--- src/rtl/uart_pkg.sv ---
`default_nettype none
// ============================================================================
// Module  : uart_pkg
// Brief   : Shared types and frame constants for the UART transmit path.
// Revision: 1.0 - initial release
// ============================================================================
package uart_pkg;

    typedef enum logic [1:0] {
        IDLE  = 2'd0,
        START = 2'd1,
        DATA  = 2'd2,
        STOP  = 2'd3
    } tx_state_t;

    localparam int FRAME_BITS = 10;
    localparam int DATA_BITS  = 8;

endpackage
`default_nettype wire

--- src/rtl/baud_tick_gen.sv ---
`default_nettype none
// ============================================================================
// Module  : baud_tick_gen
// Brief   : Bit-period tick generator; counter preloads while disabled.
// Revision: 1.0 - initial release
// ============================================================================
module baud_tick_gen #(
    parameter int CLK_FREQ   = 12000000,
    parameter int BAUD       = 115200,
    parameter int OVERSAMPLE = 1
) (
    input  logic clk,
    input  logic rst,
    input  logic enable,
    output logic tick
);

    localparam int c_div = (CLK_FREQ / (BAUD * OVERSAMPLE) > 0) ? CLK_FREQ / (BAUD * OVERSAMPLE) : 1;
    localparam int c_cw  = (c_div > 1) ? $clog2(c_div) : 1;

    logic [c_cw-1:0] r_cnt;
    logic            r_tick;

    // Registered tick: the first tick lands exactly c_div cycles after the enable cycle.
    always_ff @(posedge clk) begin
        if (rst || !enable) begin
            r_cnt  <= '0;
            r_tick <= 1'b0;
        end else if (r_cnt == c_cw'(c_div - 1)) begin
            r_cnt  <= '0;
            r_tick <= 1'b1;
        end else begin
            r_cnt  <= r_cnt + 1'b1;
            r_tick <= 1'b0;
        end
    end

    assign tick = r_tick;

endmodule
`default_nettype wire

--- src/rtl/uart_tx_sched.sv ---
`default_nettype none
// ============================================================================
// Module  : uart_tx_sched
// Brief   : Round-robin scheduler sharing one 8N1 transmitter between NREQ sources.
// Revision: 1.0 - initial release
// ============================================================================
module uart_tx_sched
    import uart_pkg::*;
#(
    parameter int CLK_FREQ = 12000000,
    parameter int BAUD     = 115200,
    parameter int NREQ     = 2,
    localparam int IDW     = $clog2(NREQ)
) (
    input  logic              clk,
    input  logic              rst,
    input  logic [NREQ-1:0]   req_valid,
    input  logic [8*NREQ-1:0] req_data,
    output logic [NREQ-1:0]   req_ready,
    output logic              tx,
    output logic              busy,
    output logic [IDW-1:0]    grant_id
);

    tx_state_t      r_state;
    tx_state_t      w_next_state;
    logic [7:0]     r_shift;
    logic [2:0]     r_bitcnt;
    logic           r_tx;
    logic           w_tx_d;
    logic [IDW-1:0] r_grant_id;
    logic [IDW-1:0] r_last_grant;
    logic [IDW-1:0] w_pick;
    logic [7:0]     w_byte;
    logic           w_accept;
    logic           w_tick;
    logic           w_busy_next;

    // First valid requester searching upward from last+1, with wrap.
    function automatic logic [IDW-1:0] rr_pick(input logic [NREQ-1:0] valid,
                                               input logic [IDW-1:0]  last);
        logic [IDW-1:0] pick;
        int             idx;
        pick = last;
        for (int k = NREQ; k >= 1; k--) begin
            idx = (int'(last) + k) % NREQ;
            if (valid[idx]) pick = IDW'(idx);
        end
        return pick;
    endfunction

    assign w_pick      = rr_pick(req_valid, r_last_grant);
    assign w_busy_next = (w_next_state != IDLE);

    baud_tick_gen #(
        .CLK_FREQ   (CLK_FREQ),
        .BAUD       (BAUD),
        .OVERSAMPLE (1)
    ) u_tick (
        .clk    (clk),
        .rst    (rst),
        .enable (w_busy_next),
        .tick   (w_tick)
    );

    always_comb begin
        w_next_state = r_state;
        w_accept     = 1'b0;
        req_ready    = '0;
        w_byte       = 8'h00;
        w_tx_d       = 1'b1;
        for (int i = 0; i < NREQ; i++) begin
            if (w_pick == IDW'(i)) w_byte = req_data[8*i +: 8];
        end
        case (r_state)
            IDLE: begin
                if (|req_valid && !rst) begin
                    w_accept     = 1'b1;
                    w_next_state = START;
                end
            end
            START: begin
                w_tx_d = 1'b0;
                if (w_tick) w_next_state = DATA;
            end
            DATA: begin
                w_tx_d = r_shift[0];
                if (w_tick && r_bitcnt == 3'(DATA_BITS - 1)) w_next_state = STOP;
            end
            STOP: begin
                if (w_tick) w_next_state = IDLE;
            end
            default: w_next_state = IDLE;
        endcase
        if (w_accept) req_ready[w_pick] = 1'b1;
    end

    always_ff @(posedge clk) begin
        if (rst) begin
            r_state      <= IDLE;
            r_tx         <= 1'b1;
            r_shift      <= 8'h00;
            r_bitcnt     <= 3'd0;
            r_grant_id   <= '0;
            r_last_grant <= IDW'(NREQ - 1);
        end else begin
            r_state <= w_next_state;
            r_tx    <= w_tx_d;
            if (w_accept) begin
                r_shift      <= w_byte;
                r_bitcnt     <= 3'd0;
                r_grant_id   <= w_pick;
                r_last_grant <= w_pick;
            end else if (r_state == DATA && w_tick) begin
                r_shift  <= {1'b0, r_shift[7:1]};
                r_bitcnt <= r_bitcnt + 3'd1;
            end else if (r_state == START && w_tick) begin
                r_bitcnt <= 3'd0;
            end
        end
    end

    assign tx       = r_tx;
    assign busy     = (r_state != IDLE);
    assign grant_id = r_grant_id;

endmodule
`default_nettype wire
--- config.mk ---
export PLATFORM = sky130hd
export DESIGN_NAME = uart_tx_sched
export DESIGN_NICKNAME = d
export VERILOG_FILES = /design/src/rtl/uart_pkg.sv /design/src/rtl/baud_tick_gen.sv /design/src/rtl/uart_tx_sched.sv
export SDC_FILE = /design/constraint.sdc
export NUM_CORES = 1
export LEC_CHECK = 0
export CORE_ASPECT_RATIO = 0.75
export CORE_UTILIZATION = 54
export DETAILED_ROUTE_END_ITERATION = 8
export GPL_TIMING_DRIVEN = 1
export PLACE_DENSITY = 0.84
export SYNTH_ARGS = -nofsm -noshare
export SYNTH_HDL_FRONTEND = slang
export SYNTH_HIERARCHICAL = 1
export SYNTH_SLANG_ARGS = --single-unit
--- constraint.sdc ---
create_clock -name clk -period 2.8 [get_ports clk]
set_input_delay 0.42 -clock clk [delete_from_list [all_inputs] [get_ports clk]]
set_output_delay 0.42 -clock clk [all_outputs]
set_load 0.01 [all_outputs]
==> metrics.md <==
| Metric | Value |
|---|---|
| Post-CTS setup buffer count | `0` |
| Die W | `57.6 µm` |
| Worst skew pair latency | `0.31 ns` |
| Finished Layout Cells | `188` |
| Min Tclk post-route | `2.66 ns` |
| Yosys top cell area share | `38.3%` |
| Startpoint types | `input pin` |
| Seq cells post-synth | `24` |
| Tcrit/Tclk final | `95.2%` |
| Run status | `finished with violations` |
| Critical path fanouts, max | `6` |
| Vias in the first global route | `1074` |
| Number of synthesized flops with an enable pin | `0` |
| Top area cells in the synthesized netlist | `dfxtp_1 38%, nor2_1 6.6%, ha_1 4.0%` |
| Clk buf depth | `2` |
| Critical path class | `in2out` |
| Final wirelength | `2.82 mm` |
| Synthesized area per cell | `8.96 µm²` |
| Post-route setup slack | `0.135 ns` |
| FP Rows | `14` |
| Hold slack | `0.496 ns` |
| Mapped Cells | `140` |
| Die height | `43.7 µm` |
| WHS Path Cells | `1` |
| CTS sink count | `24` |
| Critical R2R Launch | `r_state[1]` |
| CTS resizes | `0` |
| Max_slew headroom | `67.3%` |
| Worst Path Buf+Inv | `2` |
| Total core area | `2100 µm²` |
| Mapped Nets | `164` |
| Initial core utilization | `59.6%` |
| Die Footprint | `2520 µm²` |
| DR iter-0 viols | `44` |
| RD Place Congestion | `0.789` |
| TritonRoute pass-1 iters | `7` |
| Max Cap Viol | `0` |
| Pre-CTS WS | `0.122 ns` |
| Worst setup EP type | `output pin` |
| Gr usage total | `24.6%` |
| Hold Path Origin | `u_tick/r_cnt[0]` |
| Slowest Stage Delay on Critical Path | `0.56 ns` |
| CTS tree | `done` |
| Worst clock skew | `0.00151 ns` |
| Slowest stage cell on the critical path | `clkdlybuf4s50_1` |
| FF-to-FF path depth | `8` |
| Peak VDD IR | `293 µV` |
| Diode count | `0` |
| Endpoint, Worst Hold | `u_tick/r_cnt[0]` |
| Violated checks | `DRC` |
| Yosys cell types | `42` |
| Final slew viol count | `0` |
| Min-Delay Path Class | `reg2reg` |
| Mapped cell area | `1250 µm²` |
| Crit-path cells | `clkdlybuf4s50_1 > nor2_1 > or3_1 > nor2_1 > clkdlybuf4s50_1` |
| Clock root buffer | `clkbuf_4` |
| Synth area leader | `dfxtp_1` |
| Share of cells above drive strength 1 | `12.2%` |
| Area Growth Syn to Fin | `20.8%` |
| Nets | `190` |
| First-pass GRT wire length | `4.64 mm` |
| Commonest cells post-synth | `24 x dfxtp_1, 22 x nor2_1, 11 x nand2_1` |
| Port bufs | `24` |
| Leak | `0.593 nW` |
| Power Dens Cells | `436 nW/µm²` |
| Fin Setup TNS | `0 ns` |
| Critical Path AT | `2.24 ns` |
| CP startpoint | `req_valid[0]` |
| Synth Flop Type | `dfxtp_1` |
| Endpoints failing setup | `0` |
| Final hold vios | `0` |
| Yosys Warn Count | `6` |
| Most common cell in the netlist | `dfxtp_1` |
| R2R Path End | `u_tick/r_cnt[1]` |
| Clock transition at the registers of the reported paths | `0.12 ns` |
| Initial antenna violation count | `0` |
| Hold_buf cts | `0` |
| GRT overflow | `0` |
| Via density per instance | `5.98` |
| Routed via count | `1125` |
| DRC Markers | `1` |
| # H-tree levels | `1` |
| Sequential area share after synthesis | `38.3%` |
| Largest net degree at the start of global routing | `17` |
| Delay-heaviest family, CP | `buffers and inverters` |
| Final HPWL DP | `2.20 mm` |
| Top Ports | `25` |
| Routed wire per std cell | `15.0 µm` |
| Placed insts | `185` |
| RSZ-0062 raised after global routing | `no` |
| Max Freq | `0.375 GHz` |
| Crit path required time | `2.38 ns` |
| Reg2reg setup slack | `0.74 ns` |
| Routed Antenna Nets | `0` |
| FFs w/ async S/R, synth | `0%` |
| TritonCTS Buffers | `3` |
| Worst Tran Pin Value | `0.490 ns` |
[worst max path at each step]
stage          cells after the start      endpoint  slack (ns)
6_report                           5  req_ready[0]        0.14
5_1_grt                            5  req_ready[0]        0.08
4_1_cts                            5  req_ready[0]        0.12
2_1_floorplan                      6  req_ready[0]        1.12
3_3_place_gp                       5  req_ready[0]        0.22
3_5_place_dp                       5  req_ready[0]        0.12
[cells by family after synthesis]
| kind of cell | count (synthesis) | share of synthesized area, % |
|---|---|---|
| multiplexers | 2 | 1.70 |
| XOR/XNOR | 4 | 2.79 |
| flip-flops | 24 | 38.3 |
| AO/OA/AOI/OAI | 26 | 16.1 |
| adder cells (fa/ha/maj) | 4 | 3.99 |
| buffers and inverters | 9 | 5.49 |
| AND/OR/NAND/NOR | 71 | 31.6 |
[power breakdown]
part	internal, W	switching (W)	total, W
registers	0.000360	0.0000167	0.000376
clock network	0.0000503	0.0000977	0.000148
logic	0.0000719	0.0000633	0.000135
total	0.000482	0.000178	0.000659
[stage by stage]
step | util [%] | instance area [µm²] | total power (W)
after global routing | 72.0 | 1510 | 0.000693
final | 72.0 | 1510 | 0.000659
after floorplan | - | 1250 | 0.000460
after detailed placement | 71.0 | 1490 | 0.000518
after CTS | 72.0 | 1510 | 0.000664
after global placement | 71.0 | 1490 | 0.000511
[layout by cell type (no fill, tap or decap), types with 2 or more instances in the layout]
cell type        synthesis  layout
a211oi_1                 5       5
a211oi_2                 2       2
a21oi_1                  4       4
a22o_1                   2       2
a22oi_1                  3       3
and2_2                   2       2
and3_1                   6       6
buf_4                    2       3
clkbuf_4                 0       3
clkdlybuf4s50_1          0      24
dfxtp_1                 24      24
ha_1                     4       4
inv_1                    2       2
nand2_1                 11      11
nand2b_1                 3       3
nand3_1                  2       2
nor2_1                  22      22
nor3_1                   7       7
nor4_1                   6       6
o21ai_0                  3       3
o21bai_1                 3       3
or3_1                    3       3
xor2_1                   3       3
[registers in the layout (all words and copies together), names as in the netlist]
signal,flops
u_tick/r_cnt,7
u_tick/tick,1
grant_id,1
r_state,2
r_bitcnt,3
tx,1
r_shift,8
r_last_grant,1
[layout make-up]
type	instances	area (µm²)
multi-input combinational	107	704
timing repair buffer	27	263
clock buffer	3	22.5
sequential	24	480
fill	169	588
tap	24	30.0
inverter	3	13.8
[metal layers]
layer / GRT usage [%] / vias to the layer above / share of wire [%]
met5: 0 / - / 0
met1: 31.0 / 535 / 46
met3: 5.67 / 4 / 4.4
met2: 41.6 / 33 / 48
li1: - / 553 / -
met4: 8.78 / 0 / 1.5
[worst register-to-register path: stages, from the launching register on]
cell	delay (ns)
dfxtp_1	0.47
nor2_8	0.22
inv_4	0.07
or3_1	0.43
buf_4	0.21
o21ai_0	0.07
nand2b_1	0.10
o21bai_1	0.25
nor2_1	0.18
Note: power is estimated with default switching activity, not from simulation.
